--- src/rtl/store_commit_buffer_if.sv ---
// Bundle between the store queue / dcache and the store commit buffer.
// The store queue side (master) drives retired stores and the dcache ack; the buffer (slave) drives the rest.
interface store_commit_buffer_if #(
    parameter int N_WAY    = 2,
    parameter int WB_DEPTH = 4,
    parameter int XLEN     = 32,
    parameter int POS_W    = 3
);
    localparam int CNT_W = $clog2(WB_DEPTH) + 1;

    // Retire lanes, lane 0 oldest. Size: 0 = BYTE, 1 = HALF, 2 = WORD.
    logic [N_WAY-1:0]            ret_valid_i;
    logic [N_WAY-1:0][XLEN-1:0]  ret_addr_i;
    logic [N_WAY-1:0][XLEN-1:0]  ret_data_i;
    logic [N_WAY-1:0][1:0]       ret_size_i;
    logic [N_WAY-1:0][POS_W-1:0] ret_pos_i;

    logic [CNT_W-1:0]            wb_free_slots_o;
    logic                        wb_empty_o;
    logic                        wb_overflow_o;

    logic                        dc_wr_req_o;
    logic [XLEN-1:0]             dc_wr_addr_o;
    logic [XLEN-1:0]             dc_wr_data_o;
    logic [3:0]                  dc_wr_be_o;
    logic                        dc_wr_ack_i;

    logic                        done_valid_o;
    logic [POS_W-1:0]            done_pos_o;
    logic [XLEN-1:0]             done_addr_o;
    logic [XLEN-1:0]             done_data_o;
    logic [1:0]                  done_size_o;

    modport master (
        output ret_valid_i, ret_addr_i, ret_data_i, ret_size_i, ret_pos_i, dc_wr_ack_i,
        input  wb_free_slots_o, wb_empty_o, wb_overflow_o,
        input  dc_wr_req_o, dc_wr_addr_o, dc_wr_data_o, dc_wr_be_o,
        input  done_valid_o, done_pos_o, done_addr_o, done_data_o, done_size_o
    );

    modport slave (
        input  ret_valid_i, ret_addr_i, ret_data_i, ret_size_i, ret_pos_i, dc_wr_ack_i,
        output wb_free_slots_o, wb_empty_o, wb_overflow_o,
        output dc_wr_req_o, dc_wr_addr_o, dc_wr_data_o, dc_wr_be_o,
        output done_valid_o, done_pos_o, done_addr_o, done_data_o, done_size_o
    );
endinterface

--- src/rtl/store_commit_buffer.sv ---
// Program-ordered write buffer for retired stores: accepts up to N_WAY stores per cycle,
// drains one at a time through a req/ack dcache port and reports each completion.
module store_commit_buffer #(
    parameter int N_WAY    = 2,
    parameter int WB_DEPTH = 4,
    parameter int XLEN     = 32,
    parameter int POS_W    = 3
) (
    input  logic clk,
    input  logic rst_n,
    store_commit_buffer_if.slave bus
);
    localparam int PTR_W = $clog2(WB_DEPTH);
    localparam int CNT_W = PTR_W + 1;

    typedef enum logic [1:0] {
        ST_IDLE = 2'd0,
        ST_REQ  = 2'd1,
        ST_DONE = 2'd2
    } state_e;

    state_e            state_q, state_d;
    logic [PTR_W-1:0]  head_q, head_d, tail_q, tail_d;
    logic [CNT_W-1:0]  count_q, count_d;
    logic              overflow_q, overflow_d;

    logic [XLEN-1:0]   mem_addr_q [WB_DEPTH];
    logic [XLEN-1:0]   mem_data_q [WB_DEPTH];
    logic [1:0]        mem_size_q [WB_DEPTH];
    logic [POS_W-1:0]  mem_pos_q  [WB_DEPTH];

    logic [CNT_W-1:0]  free_s, enq_cnt_s;
    logic [N_WAY-1:0]  lane_acc_s;
    logic [PTR_W-1:0]  lane_slot_s [N_WAY];
    logic              drop_s, pop_s;
    logic [XLEN-1:0]   head_addr_s;

    function automatic logic [3:0] be_f(input logic [1:0] size, input logic [1:0] off);
        case (size)
            2'd0:    be_f = 4'b0001 << off;
            2'd1:    be_f = 4'b0011 << {off[1], 1'b0};
            2'd2:    be_f = 4'b1111;
            default: be_f = 4'b0000;
        endcase
    endfunction

    assign free_s      = CNT_W'(WB_DEPTH) - count_q;
    assign head_addr_s = mem_addr_q[head_q];

    // Compact valid lanes onto consecutive slots from tail; lanes beyond free space are dropped.
    always_comb begin
        logic [CNT_W-1:0] off_v;
        off_v      = '0;
        drop_s     = 1'b0;
        lane_acc_s = '0;
        for (int l = 0; l < N_WAY; l++) begin
            lane_slot_s[l] = tail_q + off_v[PTR_W-1:0];
            if (bus.ret_valid_i[l]) begin
                if (off_v < free_s) begin
                    lane_acc_s[l] = 1'b1;
                    off_v         = off_v + CNT_W'(1);
                end else begin
                    drop_s = 1'b1;
                end
            end else begin
                lane_acc_s[l] = 1'b0;
            end
        end
        enq_cnt_s = off_v;
    end

    // Next-state for the drain FSM and the buffer bookkeeping.
    always_comb begin
        state_d = state_q;
        pop_s   = 1'b0;
        case (state_q)
            ST_IDLE: begin
                if ((count_q + enq_cnt_s) != CNT_W'(0)) begin
                    state_d = ST_REQ;
                end else begin
                    state_d = ST_IDLE;
                end
            end
            ST_REQ: begin
                if (bus.dc_wr_ack_i) begin
                    state_d = ST_DONE;
                end else begin
                    state_d = ST_REQ;
                end
            end
            ST_DONE: begin
                pop_s = 1'b1;
                // Same-cycle enqueues keep the port busy without an idle bubble.
                if ((count_q + enq_cnt_s - CNT_W'(1)) != CNT_W'(0)) begin
                    state_d = ST_REQ;
                end else begin
                    state_d = ST_IDLE;
                end
            end
            default: state_d = ST_IDLE;
        endcase
        count_d    = count_q + enq_cnt_s - CNT_W'(pop_s);
        head_d     = head_q + PTR_W'(pop_s);
        tail_d     = tail_q + enq_cnt_s[PTR_W-1:0];
        overflow_d = overflow_q | drop_s;
    end

    // Control state and pointers.
    always_ff @(posedge clk or negedge rst_n) begin
        if (!rst_n) begin
            state_q    <= ST_IDLE;
            head_q     <= '0;
            tail_q     <= '0;
            count_q    <= '0;
            overflow_q <= 1'b0;
        end else begin
            state_q    <= state_d;
            head_q     <= head_d;
            tail_q     <= tail_d;
            count_q    <= count_d;
            overflow_q <= overflow_d;
        end
    end

    // Entry storage, written at the compacted slots.
    always_ff @(posedge clk or negedge rst_n) begin
        if (!rst_n) begin
            for (int i = 0; i < WB_DEPTH; i++) begin
                mem_addr_q[i] <= '0;
                mem_data_q[i] <= '0;
                mem_size_q[i] <= '0;
                mem_pos_q[i]  <= '0;
            end
        end else begin
            for (int l = 0; l < N_WAY; l++) begin
                if (lane_acc_s[l]) begin
                    mem_addr_q[lane_slot_s[l]] <= bus.ret_addr_i[l];
                    mem_data_q[lane_slot_s[l]] <= bus.ret_data_i[l];
                    mem_size_q[lane_slot_s[l]] <= bus.ret_size_i[l];
                    mem_pos_q[lane_slot_s[l]]  <= bus.ret_pos_i[l];
                end
            end
        end
    end

    // Outputs decode from registered state only, so reset clears them immediately.
    always_comb begin
        bus.dc_wr_req_o  = 1'b0;
        bus.dc_wr_addr_o = '0;
        bus.dc_wr_data_o = '0;
        bus.dc_wr_be_o   = 4'b0000;
        bus.done_valid_o = 1'b0;
        bus.done_pos_o   = '0;
        bus.done_addr_o  = '0;
        bus.done_data_o  = '0;
        bus.done_size_o  = 2'd0;
        if (state_q == ST_REQ) begin
            bus.dc_wr_req_o  = 1'b1;
            bus.dc_wr_addr_o = {head_addr_s[XLEN-1:2], 2'b00};
            bus.dc_wr_data_o = mem_data_q[head_q] << {head_addr_s[1:0], 3'b000};
            bus.dc_wr_be_o   = be_f(mem_size_q[head_q], head_addr_s[1:0]);
        end else if (state_q == ST_DONE) begin
            bus.done_valid_o = 1'b1;
            bus.done_pos_o   = mem_pos_q[head_q];
            bus.done_addr_o  = head_addr_s;
            bus.done_data_o  = mem_data_q[head_q];
            bus.done_size_o  = mem_size_q[head_q];
        end else begin
            bus.dc_wr_req_o  = 1'b0;
        end
    end

    assign bus.wb_free_slots_o = free_s;
    assign bus.wb_empty_o      = (count_q == CNT_W'(0)) && (state_q == ST_IDLE);
    assign bus.wb_overflow_o   = overflow_q;

endmodule
--- src/flat_wrapper.sv ---
// flat-port wrapper written by rule: the top's interface ports become plain ports
module store_commit_buffer_flat 
#(
    parameter int N_WAY    = 2,
    parameter int WB_DEPTH = 4,
    parameter int XLEN     = 32,
    parameter int POS_W    = 3
)
  (clk, rst_n, bus_ret_valid_i, bus_ret_addr_i, bus_ret_data_i, bus_ret_size_i, bus_ret_pos_i, bus_dc_wr_ack_i, bus_wb_free_slots_o, bus_wb_empty_o, bus_wb_overflow_o, bus_dc_wr_req_o, bus_dc_wr_addr_o, bus_dc_wr_data_o, bus_dc_wr_be_o, bus_done_valid_o, bus_done_pos_o, bus_done_addr_o, bus_done_data_o, bus_done_size_o);
  store_commit_buffer_if #(.N_WAY(N_WAY), .WB_DEPTH(WB_DEPTH), .XLEN(XLEN), .POS_W(POS_W)) bus_i ();
  input  logic clk;
  input  logic rst_n;
  input wire logic [$bits(bus_i.ret_valid_i)-1:0] bus_ret_valid_i;
  input wire logic [$bits(bus_i.ret_addr_i)-1:0] bus_ret_addr_i;
  input wire logic [$bits(bus_i.ret_data_i)-1:0] bus_ret_data_i;
  input wire logic [$bits(bus_i.ret_size_i)-1:0] bus_ret_size_i;
  input wire logic [$bits(bus_i.ret_pos_i)-1:0] bus_ret_pos_i;
  input wire logic [$bits(bus_i.dc_wr_ack_i)-1:0] bus_dc_wr_ack_i;
  output wire logic [$bits(bus_i.wb_free_slots_o)-1:0] bus_wb_free_slots_o;
  output wire logic [$bits(bus_i.wb_empty_o)-1:0] bus_wb_empty_o;
  output wire logic [$bits(bus_i.wb_overflow_o)-1:0] bus_wb_overflow_o;
  output wire logic [$bits(bus_i.dc_wr_req_o)-1:0] bus_dc_wr_req_o;
  output wire logic [$bits(bus_i.dc_wr_addr_o)-1:0] bus_dc_wr_addr_o;
  output wire logic [$bits(bus_i.dc_wr_data_o)-1:0] bus_dc_wr_data_o;
  output wire logic [$bits(bus_i.dc_wr_be_o)-1:0] bus_dc_wr_be_o;
  output wire logic [$bits(bus_i.done_valid_o)-1:0] bus_done_valid_o;
  output wire logic [$bits(bus_i.done_pos_o)-1:0] bus_done_pos_o;
  output wire logic [$bits(bus_i.done_addr_o)-1:0] bus_done_addr_o;
  output wire logic [$bits(bus_i.done_data_o)-1:0] bus_done_data_o;
  output wire logic [$bits(bus_i.done_size_o)-1:0] bus_done_size_o;
  assign bus_i.ret_valid_i = bus_ret_valid_i;
  assign bus_i.ret_addr_i = bus_ret_addr_i;
  assign bus_i.ret_data_i = bus_ret_data_i;
  assign bus_i.ret_size_i = bus_ret_size_i;
  assign bus_i.ret_pos_i = bus_ret_pos_i;
  assign bus_i.dc_wr_ack_i = bus_dc_wr_ack_i;
  assign bus_wb_free_slots_o = bus_i.wb_free_slots_o;
  assign bus_wb_empty_o = bus_i.wb_empty_o;
  assign bus_wb_overflow_o = bus_i.wb_overflow_o;
  assign bus_dc_wr_req_o = bus_i.dc_wr_req_o;
  assign bus_dc_wr_addr_o = bus_i.dc_wr_addr_o;
  assign bus_dc_wr_data_o = bus_i.dc_wr_data_o;
  assign bus_dc_wr_be_o = bus_i.dc_wr_be_o;
  assign bus_done_valid_o = bus_i.done_valid_o;
  assign bus_done_pos_o = bus_i.done_pos_o;
  assign bus_done_addr_o = bus_i.done_addr_o;
  assign bus_done_data_o = bus_i.done_data_o;
  assign bus_done_size_o = bus_i.done_size_o;
  store_commit_buffer #(.N_WAY(N_WAY), .WB_DEPTH(WB_DEPTH), .XLEN(XLEN), .POS_W(POS_W)) u_core (.clk(clk), .rst_n(rst_n), .bus(bus_i));
endmodule
--- config.mk ---
export PLATFORM = sky130hd
export DESIGN_NAME = store_commit_buffer_flat
export DESIGN_NICKNAME = d
export VERILOG_FILES = /design/src/rtl/store_commit_buffer_if.sv /design/src/rtl/store_commit_buffer.sv /design/src/flat_wrapper.sv
export SDC_FILE = /design/constraint.sdc
export NUM_CORES = 1
export LEC_CHECK = 0
export CORE_UTILIZATION = 30
export DETAILED_ROUTE_END_ITERATION = 7
export PLACE_DENSITY = 0.58
export SLEW_MARGIN = 20
export SYNTH_ARGS = -nofsm -noshare
export SYNTH_HDL_FRONTEND = slang
export SYNTH_SLANG_ARGS = --single-unit
--- constraint.sdc ---
create_clock -name clk -period 7.25 [get_ports clk]
set_input_delay 1.45 -clock clk [delete_from_list [all_inputs] [get_ports clk]]
set_output_delay 1.45 -clock clk [all_outputs]
set_load 0.005 [all_outputs]
# --- After elaboration in Yosys (flattened, before gate mapping) ---
# Index checks and enable logic that the tools add are counted.
op_classes:
  add_sub_neg: 8
  n_lt_le_gt_ge: 7
  eq_ne: 4
  shift: 3
  n_mux: 71
  bitwise_logic: 4
  n_reduce_logical: 8
ops:
  columns: ["cell", "count"]
  rows:
  - ["128-bit bitwise mux", 4]
  - ["128-bit two-way mux", 4]
  - ["32-bit two-way mux", 12]
  - ["32-bit binary-select mux with 2-bit select", 2]
  - ["32-bit demux with 2-bit select", 2]
  - ["32-bit by 5-bit left shift with 32-bit output", 1]
  - ["12-bit bitwise mux", 2]
  - ["12-bit two-way mux", 2]
  - ["3-bit two-way mux", 8]
  - ["8-bit bitwise mux", 2]
  - ["8-bit two-way mux", 2]
  - ["1-bit two-way mux", 15]
  - ["2-bit two-way mux", 7]
  - ["3-bit demux with 2-bit select", 2]
  - ["4-bit case mux with 3 select lines", 1]
  - ["3-bit greater-or-equal comparator (second input constant)", 3]
  - ["2-bit NOT with 3-bit output", 3]
  - ["2-bit demux with 2-bit select", 2]
  - ["3-bit binary-select mux with 2-bit select", 1]
  - ["3-bit by 1-bit < comparator with 1-bit output (second input constant)", 2]
  - ["2-bit case mux with 3 select lines", 1]
  - ["3-bit nonzero test", 2]
  - ["2-bit by 1-bit adder with 2-bit output", 2]
  - ["2-bit binary-select mux with 2-bit select", 1]
  - ["other kinds (17)", 22]
totals:
  register_bits: 286
  inputBits: 143
  output_inout_bits: 144
  wordCells: 126

# --- Longest topological paths before layout ---
# Gate-level depths: netlist of run 1.
depth:
  depth_word: 12
  mapped_depth: 15
  depth_no_buf: 15

# --- Worst setup path after synthesis of run 1 ---
# No wires, ideal clock.
synth_timing:
  kind: "input port to flip-flop"
  start: "input port bus_ret_valid_i[0]"
  end: "register u_core.state_q[0]"
  setup_time_ns: 0.083
  arrival_time_ns: 3.221
  required_ns: 7.167
  path_slack_ns: 3.947
  stages: 11
  path_buffers: 1
  cell_sequence: "buf_6 -> nand3_1 -> nand2_1 -> nor2_1 -> ha_1 -> inv_1 -> fa_1 -> nor2b_1 -> ha_1 -> mux2_2 -> o21ai_0"
synth_between:
  elab_chain_cells: 9
  word_cells_on_any_way: 12
  cone_classes: "add/sub (3); order compare (1); mux (6); reduce/logical (2)"
synth_rtl:
  columns: ["element", "line", "text"]
  rows:
  - ["start, declared", "flat_wrapper.sv:13", "input wire logic [$bits(bus_i.ret_valid_i)-1:0] bus_ret_valid_i;"]
  - ["1-bit two-way mux *", "store_commit_buffer.sv:58", "if (bus.ret_valid_i[l]) begin"]
  - ["1-bit by 3-bit < comparator with 1-bit output / 1-bit by 1-bit adder with 2-bit output (equally long branches)", "store_commit_buffer.sv:59, store_commit_buffer.sv:61", null]
  - ["3-bit two-way mux", "store_commit_buffer.sv:59", "if (off_v < free_s) begin"]
  - ["3-bit two-way mux *", "store_commit_buffer.sv:58", null]
  - ["3-bit adder *", "store_commit_buffer.sv:78, store_commit_buffer.sv:94", null]
  - ["3-bit by 1-bit subtractor with 3-bit output", "store_commit_buffer.sv:94", "if ((count_q + enq_cnt_s - CNT_W'(1)) != CNT_W'(0)) begin"]
  - ["3-bit nonzero test", "store_commit_buffer.sv:94", null]
  - ["1-bit two-way mux", "store_commit_buffer.sv:94", null]
  - ["2-bit case mux with 3 select lines *", "store_commit_buffer.sv:76", "case (state_q)"]
  - ["net u_core.state_d[0]", "store_commit_buffer.sv:22", "state_e state_q, state_d;"]
  - ["end signal, assigned", "store_commit_buffer.sv:117", "state_q <= state_d;"]
  - ["end, declared", "store_commit_buffer.sv:22", null]
# The timed path passes the listed nets; every way through them passes the cells marked *.

# --- Final worst setup path of run 1 ---
layout_timing:
  start: "register u_core.head_q[0]"
  end: "output port bus_dc_wr_data_o[4]"
layout_between:
  elab_chain_cells: 6
  word_cells_on_any_way: 9
  cone_classes: "shift (1); mux (7); bitwise (1)"
layout_rtl:
  columns: ["element", "line", "text"]
  rows:
  - ["start, declared", "store_commit_buffer.sv:23", "logic [PTR_W-1:0] head_q, head_d, tail_q, tail_d;"]
  - ["start signal, assigned", "store_commit_buffer.sv:112", "head_q <= '0;"]
  - ["start signal, assigned", "store_commit_buffer.sv:118", "head_q <= head_d;"]
  - ["2-bit NOT with 3-bit output (not written as such) *", "store_commit_buffer.sv:48, store_commit_buffer.sv:160", null]
  - ["32-bit binary-select mux with 2-bit select, on equally long branches", "store_commit_buffer.sv:160, store_commit_buffer.sv:48", null]
  - ["32-bit two-way mux, on equally long branches (2 in series)", "store_commit_buffer.sv:160, store_commit_buffer.sv:48", null]
  - ["32-bit by 5-bit left shift with 32-bit output *", "store_commit_buffer.sv:160", "bus.dc_wr_data_o = mem_data_q[head_q] << {head_addr_s[1:0], 3'b000};"]
  - ["32-bit two-way mux *", "store_commit_buffer.sv:157", "if (state_q == ST_REQ) begin"]
  - ["end, declared", "flat_wrapper.sv:24", "output wire logic [$bits(bus_i.dc_wr_data_o)-1:0] bus_dc_wr_data_o;"]
# Mark *: on every way between the ends. The rest lies on a longest branch, timed or not. The select of a mux whose other input is x is not followed.

==> results of run 1 <==
## worst max-delay path, delay by kind of cell, from the launching register on
family / cells / cell delay, ns
multiplexers: 1 / 0.83
AND/OR/NAND/NOR: 3 / 1.26
buffers and inverters: 1 / 0.50
flip-flops: 1 / 0.88
## state kept, by name, summed over array words and instances, names as in the netlist
name	count
u_core.bus.wb_overflow_o	1
u_core.count_q	3
u_core.head_q	2
u_core.mem_addr_q	128
u_core.mem_data_q	128
u_core.mem_pos_q	12
u_core.mem_size_q	8
u_core.state_q	2
u_core.tail_q	2
## cells by family (layout without fill, tap and decap cells)
logic type | count (synthesis) | in the layout | share of synthesized area
xor gates and xnor gates | 7 | 7 | 0.00374
muxes | 373 | 373 | 0.281
other | 1 | 5 | 0.000229
and+or+nand+nor | 432 | 432 | 0.121
adders and majority gates | 10 | 10 | 0.00810
buffers and inverters | 142 | 380 | 0.0502
AOI/OAI and AO/OA | 312 | 312 | 0.0994
DFF | 286 | 286 | 0.437
## placed cells by master, fill, tap and decap left out, drive strengths merged, types with 2 or more instances in the layout
master         count
mux2i            302
dfrtp            286
clkdlybuf4s50    283
nor2             154
a21oi            150
o21ai            148
nand2            144
and2             109
mux4              69
clkbuf            54
buf               21
nor2b             13
inv               11
ha                 9
o22ai              8
clkinv             6
nand2b             4
xor2               4
bufinv             4
diode              3
xnor2              3
a2111oi            2
o2111ai            2
mux2               2
conb               2
nand3              2
nand4b             2
## stage by stage
step	hold WS [ns]	setup WS [ns]
floorplan	0.451	3.95
global placement	0.466	2.20
detailed placement	0.468	2.22
CTS	0.489	1.64
global route	0.509	1.47
finish	0.487	1.75
## area by class of cell
cell class	instances	area, um^2
diodes	3	7.51
clock buffers	54	1140
clock inverters	12	170
fillers	5148	33000
inverters	10	37.5
multi-input cells	1136	8490
flip-flops and latches	286	7160
well taps	696	871
repair buffers	304	3030
## worst max-delay path by stage
stage	startpoint	slack, ns	endpoint
floorplan	bus_ret_valid_i[0]	3.95	u_core.state_q[0]
global placement	u_core.head_q[0]	2.20	bus_dc_wr_data_o[24]
detailed placement	u_core.head_q[0]	2.22	bus_dc_wr_data_o[24]
CTS	u_core.head_q[0]	1.64	bus_dc_wr_data_o[24]
global route	u_core.head_q[0]	1.47	bus_dc_wr_data_o[24]
finish	u_core.head_q[0]	1.75	bus_dc_wr_data_o[4]
## power groups by stage
| stage | Sequential, mW | Combinational (mW) | Clock, mW |
|---|---|---|---|
| detailed placement | 3.03 | 5.74 | 0 |
| global placement | 2.98 | 5.63 | 0 |
| CTS | 3.00 | 5.75 | 2.02 |
| floorplan | 2.75 | 3.88 | 0 |
| finish | 3.01 | 5.70 | 1.97 |
| global route | 3.11 | 6.23 | 2.07 |
## layer usage
metal,global-route usage,wire [um],up-vias
li1,-,-,5903
met1,0.249,23300,6233
met2,0.309,24700,372
met3,0.0410,2990,81
met4,0.0531,1130,8
met5,0,53,-
==> summary.txt, run 1 <==
Synth
  – Most common cell in the synthesized netlist: mux2i_1
  – Synth top cells by count: mux2i_1 (302), dfrtp_1 (286), nor2_1 (153), a21oi_1 (150), nand2_1 (144)
  – Avg Cell Area, Syn: 10.5 um^2
  – Yosys Warn Count: 0
  – Share of the synthesized area in the top cell type: 0.437
  – #FFs+latches synth: 286
  – Synth Cell Area: 16400 um^2
  – Async SR Flop Fraction: 1.00
  – Ranking of synthesized cells by area: dfrtp_1 (44%), mux2i_1 (18%), mux4_2 (9.5%)
  – Sequential cell area fraction in the yosys report: 0.437
  – Dominant synthesized flop cell: dfrtp_1
  – EDFF count, synth: 0
  – Cells after Synth: 1563
  – Area leader, netlist: dfrtp_1
  – Number of distinct library cells after synthesis: 38

Clock tree
  – Clk pin slew, worst setup/hold paths: 0.06 ns
  – CTS Root Buffer Type: clkbuf_16
  – CTS Sinks: 286
  – CTS-repair resized insts: 0
  – Hold Buf Count CTS: 0
  – CTS tree: yes
  – Postcts setup bufs: 0
  – CTS Buf Count: 38
  – Worst-Skew Late Latency: 0.55 ns
  – CTS H-tree lvls: 2
  – Max Root-Sink Buffers: 3

Setup path
  – Crit-path max cell delay: 0.88 ns
  – Crit path capture type: output pin
  – Reg2Reg Depth: 10
  – Reg2reg setup slack: 3.34 ns
  – Worst setup SP type: flip-flop
  – Critical path arrival: 4.05 ns
  – Crit Reg-Reg Endpoint: u_core.mem_addr_q[97]
  – CP required: 5.80 ns
  – Crit-path slowest cell: dfrtp_4
  – Crit-path cells: mux4_2 > nand2b_1 > nor2_2 > and2_1 > clkdlybuf4s50_1
  – Worst r2r src: u_core.count_q[0]
  – Max FO, Critical Path: 32
  – CP Class: reg -> out

Flow run
  – Max Cap Viol: 0

Outcome
  – Status: complete, no violations

Routing
  – Drt wl/cell: 20.8 um
  – # DRC: 0
  – DRT iter0 DRCs: 839
  – Final wirelength: 52100 um
  – Via count: 12597
  – DR pass1 iterations: 5
  – Routed Antenna Nets: 0
  – Detailed-route vias per instance: 5.04

Pwr
  – Maximum vdd drop: 298 uV
  – Switching portion of total power: 0.397
  – Clk network pwr share: 0.184
  – Logic gate share of total power: 0.534
  – Sw Pwr: 4.24 mW
  – PD cells: 510 nW/um^2
  – Sequential power share: 0.282
  – P_int: 6.43 mW
  – Leakage power: 9.75 nW
  – Power Total: 10.7 mW

STA
  – Relative slew slack: 0.295
  – Fin. Hold Viols: 0
  – Max frequency: 182 MHz
  – Setup Viol. Count Final: 0
  – Shortest period the worst path allows: 5.50 ns
  – Fin crit share: 0.759
  – RSZ-0062 raised after global routing: no
  – Slew Limit Fails: 0
  – Worst Tran Pin Value: 1.05 ns
  – Fin Setup TNS: 0 ns
  – Clock Skew: 0.0144 ns

Place
  – Placer Congestion: 0.823
  – DP Area: 19600 um^2
  – Final HPWL DP: 33800 um
  – Buffers on Ports: 284
  – Cells after DPL: 2432

Global routing
  – Gr usage total: 0.188
  – Initial antenna violation count: 8
  – GR Overflow Total: 0
  – First-pass GRT wire length: 80200 um
  – Vias in the first global route: 12898
  – Largest net degree at the start of global routing: 133

Floorplan
  – Initial Utilization: 0.304
  – IO Count: 287
  – Die area: 55500 um^2
  – Die Wd: 236 um
  – Die span in y: 236 um
  – Row count: 85
  – Core Box Area: 53900 um^2

Final layout
  – Nets: 1929
  – Post-Layout Cell Count: 2501
  – Final core utilization: 0.388
  – Layout cells sized above 1: 0.0910
  – Fin area: 20900 um^2
  – Layout area overhead: 27.6%

Worst hold path
  – Hold Path Sink: u_core.bus.wb_overflow_o
  – Type of the tightest min-delay check: reg -> reg
  – Hold Path Origin: u_core.bus.wb_overflow_o
  – Worst Hold Depth: 1
Power figures use the tool's default switching activity.
==> run 2: changes to the inputs <==
- PLACE_DENSITY: 0.58 -> 0.6
- clock period: 7.25 -> 5 ns (I/O delays scaled with it)
==> run 2 against run 1 <==
  * Register-to-register slack worse by 2.0 ns
  * Clock-buffer cell count is 2 lower
  * Largest cell class unchanged
  * Sequential power is 41% higher
  * Critical path type unchanged
==> summary.txt, run 2 (synthesized netlist as in run 1, its figures left out) <==
Outcome
  – Status: complete, no violations

Global routing
  – First-pass GRT wire length: 80500 um (+0.41%)
  – Vias in the first global route: 13038 (+1.1%)
  – Initial antenna violation count: 7 (-1)
  – GR Overflow Total: 0 (unchanged)
  – Gr usage total: 0.187 (-0.00132)
  – Largest net degree at the start of global routing: 113 (-15%)

Setup path
  – Bufs and invs on worst path: 2 (+1)
  – Crit-path max cell delay: 0.72 ns (-0.16 ns)
  – Worst setup SP type: flip-flop
  – Crit-path slowest cell: mux4_2
  – Crit-path cells: buf_12 > mux4_2 > mux2i_1 > o22ai_1 > clkdlybuf4s50_1
  – Max FO, Critical Path: 68 (+110%)
  – Critical path arrival: 3.32 ns (-0.73 ns)
  – Setup crit start: u_core.head_q[0]
  – Crit path capture type: output pin
  – CP Class: reg -> out
  – Worst r2r src: u_core.count_q[0]
  – Delay-heaviest family, CP: buffers and inverters
  – CP required: 4.00 ns (-1.80 ns)

Pwr
  – PD cells: 733 nW/um^2 (+44%)
  – Maximum vdd drop: 569 uV (+91%)
  – Leakage power: 9.74 nW (about the same)

STA
  – Slew Limit Fails: 0 (unchanged)
  – Fin crit share: 0.864
  – Hold slack final: 0.460 ns (-0.0264 ns)
  – Max frequency: 231 MHz
  – Shortest period the worst path allows: 4.32 ns
  – Fin Setup TNS: 0 ns (unchanged)
  – Setup Viol. Count Final: 0 (unchanged)
  – RSZ-0062 raised after global routing: no
  – Worst Tran Pin Value: 0.938 ns (-0.117 ns)
  – Fin. Hold Viols: 0 (unchanged)
  – Clock Skew: 0.0215 ns (+0.00707 ns)
  – Relative slew slack: 0.375 (+0.0793)

Clock tree
  – Hold Buf Count CTS: 0 (unchanged)
  – CTS Root Buffer Type: clkbuf_16
  – CTS-repair resized insts: 0 (unchanged)
  – CTS Sinks: 286 (unchanged)
  – Worst-Skew Late Latency: 0.54 ns (about the same)
  – CTS tree: yes
  – Postcts setup bufs: 0 (unchanged)
  – Max Root-Sink Buffers: 3 (unchanged)
  – Clk pin slew, worst setup/hold paths: 0.06 ns (about the same)
  – CTS H-tree lvls: 2 (unchanged)
  – CTS Buf Count: 36 (-5.3%)

Final layout
  – Fillers: 5141 (-0.14%)
  – Most frequent cells in the layout: mux2i_1 (302), dfrtp_1 (284), clkdlybuf4s50_1 (283)
  – Largest regs: u_core.mem_addr_q (128), u_core.mem_data_q (128), u_core.mem_pos_q (12)
  – Layout area overhead: 27.5% (about the same)
  – Nets: 1933 (+0.21%)
  – Leading cell type in the layout, fill and taps excluded: mux2i_1
  – ANT cells: 0 (-3)
  – Register area: 7160 um^2 (unchanged)
  – Area of the multi-input gates: 8490 um^2 (unchanged)
  – Layout cells sized above 1: 0.0915 (+0.000453)

Routing
  – Detailed-route vias per instance: 5.06 (+0.56%)
  – Routed Antenna Nets: 0 (unchanged)
  – Final wirelength: 51800 um (-0.60%)
  – # DRC: 0 (unchanged)
  – Drt wl/cell: 20.7 um (-0.56%)
  – DRT iter0 DRCs: 709 (-15%)
  – Via count: 12662 (+0.52%)
  – DR pass1 iterations: 5 (unchanged)

Flow run
  – Max Cap Viol: 0 (unchanged)

Place
  – Final HPWL DP: 33700 um (about the same)
  – Buffers on Ports: 284 (unchanged)
  – Placer Congestion: 0.871 (+5.8%)

Floorplan
  – Initial Utilization: 0.304 (unchanged)
  – Row count: 85 (unchanged)
  – Die span in y: 236 um (unchanged)
  – Die Wd: 236 um (unchanged)
  – Core Box Area: 53900 um^2 (unchanged)
  – Die area: 55500 um^2 (unchanged)
  – IO Count: 287 (unchanged)

Worst hold path
  – Type of the tightest min-delay check: reg -> reg
  – Hold Path Origin: u_core.bus.wb_overflow_o
==> run 2: cell count changes in the layout (fill, tap and decap cells not counted), sizes merged <==
cell	before	now
inv	11	12
buf	21	27
clkinv	6	5
bufinv	4	2
clkbuf	54	52
diode	3	0
==> run 2: final timing paths <==
kind | to | slack (ns) | cells past startpoint
max reg2reg | u_core.mem_data_q[79] | 1.33 | 11
max | bus_dc_wr_data_o[25] | 0.68 | 5
min | u_core.bus.wb_overflow_o | 0.46 | 1
min reg2reg | u_core.bus.wb_overflow_o | 0.46 | 1
min in group asynchronous | u_core.mem_data_q[30] | 0.55 | 1
max in group asynchronous | u_core.mem_addr_q[106] | 3.38 | 2
==> run 2: area by class of cell <==
cell class                      instances  share of cell area
Multi-Input combinational cell       1136               0.406
Clock inverter                         10             0.00545
Clock buffer                           52              0.0508
Inverter                               10             0.00180
Sequential cell                       286               0.343
Tap cell                              696              0.0417
Timing Repair Buffer                  310               0.151
==> run 2: worst register-to-register path, stage by stage, from the launching register on <==
cell	delay (ns)
dfrtp_1	0.46
inv_1	0.07
ha_1	0.20
ha_1	0.36
or3b_1	0.53
and2_1	0.23
ha_1	0.22
xnor2_1	0.40
o2111ai_4	0.48
buf_12	0.39
nor2_1	0.17
a21oi_1	0.05
==> run 2: report_power, final <==
group	switching, mW	internal [mW]
registers	0.680	3.56
clock network	1.01	1.58
logic	4.45	4.04
total	6.14	9.18
==> run 2: per-stage QoR <==
stage	std cells	utilization	setup WS, ns	area [um^2]	power [mW]
3_3_place_gp	2438	0.366	1.23	19700	12.6
2_1_floorplan	1564	-	2.04	16400	9.61
4_1_cts	2500	0.387	0.626	20900	15.5
3_5_place_dp	2438	0.366	1.21	19700	12.8
5_1_grt	2500	0.387	0.497	20900	16.4
6_report	2500	0.387	0.679	20900	15.3
==> run 2: routing by layer <==
| layer | vias to the layer above | part of all wire | GRT usage |
|---|---|---|---|
| met2 | 334 | 0.47 | 0.305 |
| met3 | 68 | 0.046 | 0.0349 |
| met4 | 8 | 0.016 | 0.0390 |
| li1 | 5920 | - | - |
| met5 | - | 0.0010 | 0 |
| met1 | 6332 | 0.46 | 0.258 |
==> run 3: changes to the inputs <==
- MAX_ROUTING_LAYER: unset -> met4
- SETUP_SLACK_MARGIN: unset -> 0.2
==> run 3 against run 2 <==
  * Core utilization barely moved
  * Worst hold slack improved by 0.00083 ns
  * Total power barely moved
  * Critical endpoint is now bus_dc_wr_data_o[3]
  * First-iteration DRC count rose by 13%
  * Register-to-register slack barely moved
  * Highest routed layer is now met4
  * Sequential power barely moved
==> summary.txt, run 3 (synthesized netlist as in run 1, its figures left out) <==
Outcome
  – Status: complete, no violations

Pwr
  – Maximum vdd drop: 571 uV (+0.47%)
  – PD cells: 733 nW/um^2 (about the same)
  – Power Total: 15.3 mW (about the same)
  – Leakage power: 9.74 nW (about the same)

Place
  – Buffers on Ports: 284 (unchanged)
  – Pre-CTS WS: 1.21 ns (unchanged)
  – Cells after DPL: 2438 (unchanged)
  – Final HPWL DP: 33700 um (unchanged)
  – DP Area: 19700 um^2 (unchanged)
  – Placer Congestion: 0.885 (+1.6%)

Clock tree
  – CTS Buf Count: 36 (unchanged)
  – Clk pin slew, worst setup/hold paths: 0.06 ns (about the same)
  – CTS H-tree lvls: 2 (unchanged)
  – CTS tree: yes
  – CTS-repair resized insts: 0 (unchanged)
  – Max Root-Sink Buffers: 3 (unchanged)
  – Postcts setup bufs: 0 (unchanged)
  – CTS Root Buffer Type: clkbuf_16
  – Worst-Skew Late Latency: 0.54 ns (about the same)
  – Hold Buf Count CTS: 0 (unchanged)
  – CTS Sinks: 286 (unchanged)

Setup path
  – Crit path capture type: output pin
  – Crit-path cells: mux4_2 > nand2b_1 > nor2_2 > and2_1 > clkdlybuf4s50_1
  – CP required: 4.00 ns (about the same)
  – Crit-path slowest cell: dfrtp_4
  – Crit-path max cell delay: 0.66 ns (-0.06 ns)
  – Worst setup SP type: flip-flop
  – CP Class: reg -> out
  – Max FO, Critical Path: 22 (-68%)
  – Critical path arrival: 3.34 ns (+0.02 ns)

STA
  – Slew Limit Fails: 0 (unchanged)
  – Fin. Hold Viols: 0 (unchanged)
  – Setup ws final: 0.657 ns (-0.0220 ns)
  – Hold slack final: 0.461 ns (+0.000829 ns)
  – Fin Setup TNS: 0 ns (unchanged)
  – RSZ-0062 raised after global routing: no
  – Worst Tran Pin Value: 0.942 ns (+0.00437 ns)
  – Fin crit share: 0.869 (+0.00441)
  – Max frequency: 230 MHz (-0.51%)
  – Relative slew slack: 0.372 (-0.00291)
  – Setup Viol. Count Final: 0 (unchanged)
  – Shortest period the worst path allows: 4.34 ns (+0.0220 ns)
  – Clock Skew: 0.0218 ns (+0.000366 ns)

Floorplan
  – IO Count: 287 (unchanged)
  – Row count: 85 (unchanged)
  – Die area: 55500 um^2 (unchanged)
  – Die Wd: 236 um (unchanged)
  – Core Box Area: 53900 um^2 (unchanged)
  – Initial Utilization: 0.304 (unchanged)
  – Die span in y: 236 um (unchanged)

Global routing
  – GR Overflow Total: 0 (unchanged)
  – Largest net degree at the start of global routing: 113 (unchanged)
  – Vias in the first global route: 13046 (+0.061%)
  – Gr usage total: 0.193 (+0.00565)
  – First-pass GRT wire length: 80600 um (about the same)
  – Initial antenna violation count: 7 (unchanged)

Routing
  – DRT iter0 DRCs: 799 (+13%)
  – Detailed-route vias per instance: 5.06 (about the same)
  – Drt wl/cell: 20.7 um (-0.18%)
  – Routed Antenna Nets: 0 (unchanged)
  – Via count: 12679 (+0.13%)
  – DR pass1 iterations: 5 (unchanged)
  – Final wirelength: 51800 um (about the same)
  – # DRC: 0 (unchanged)

Worst hold path
  – Type of the tightest min-delay check: reg -> reg

Final layout
  – Leading cell type in the layout, fill and taps excluded: mux2i_1
  – Fin area: 20900 um^2 (about the same)
  – Layout cells sized above 1: 0.0915 (unchanged)
  – Layout area overhead: 27.6% (about the same)
  – Post-Layout Cell Count: 2505 (+0.20%)
  – Most frequent cells in the layout: mux2i_1 (302), dfrtp_1 (284), clkdlybuf4s50_1 (283)
  – Register area: 7160 um^2 (unchanged)
  – Nets: 1933 (unchanged)
  – Final core utilization: 0.388 (about the same)
  – Fillers: 5141 (unchanged)
  – Area of the multi-input gates: 8490 um^2 (unchanged)
  – Largest regs: u_core.mem_addr_q (128), u_core.mem_data_q (128), u_core.mem_pos_q (12)

Flow run
  – Max Cap Viol: 0 (unchanged)
## run 3: layer usage
layer,vias up,share of wire,GRT usage
met5,-,0,-
met4,0,0.014,0.0390
met3,54,0.047,0.0346
met2,348,0.48,0.306
met1,6348,0.46,0.257
li1,5929,-,-
## run 3: path summary, 6_finish.rpt
| kind | slack (ns) | depth (start not counted) | end | from |
|---|---|---|---|---|
| worst max-delay path | 0.66 | 5 | bus_dc_wr_data_o[3] | u_core.head_q[1] |
| worst min-delay path | 0.46 | 1 | u_core.bus.wb_overflow_o | u_core.bus.wb_overflow_o |
| worst max register to register | 1.33 | 11 | u_core.mem_data_q[74] | u_core.count_q[0] |
| worst min register to register | 0.46 | 1 | u_core.bus.wb_overflow_o | u_core.bus.wb_overflow_o |
| max in group asynchronous | 3.39 | 2 | u_core.mem_addr_q[78] | rst_n |
| min in group asynchronous | 0.54 | 1 | u_core.mem_data_q[30] | rst_n |
## run 3: where the power goes
group          internal, mW  switching [mW]  total [mW]
registers              3.56           0.680        4.24
clock network          1.58            1.01        2.59
logic                  4.04            4.46        8.50
## run 3: area by class of cell
class                   instances  share of cell area
well taps                     696              0.0417
flip-flops and latches        286               0.343
repair buffers                310               0.151
clock inverters                10             0.00545
diodes                          5            0.000599
multi-input cells            1136               0.406
clock buffers                  52              0.0508
inverters                      10             0.00180
## run 3: worst max-delay path: cells and delay by family, from the launching register on
| kind | cells | cell delay (ns) |
|---|---|---|
| DFF | 1 | 0.66 |
| muxes | 1 | 0.40 |
| and+or+nand+nor | 3 | 1.23 |
| buffers and inverters | 1 | 0.51 |
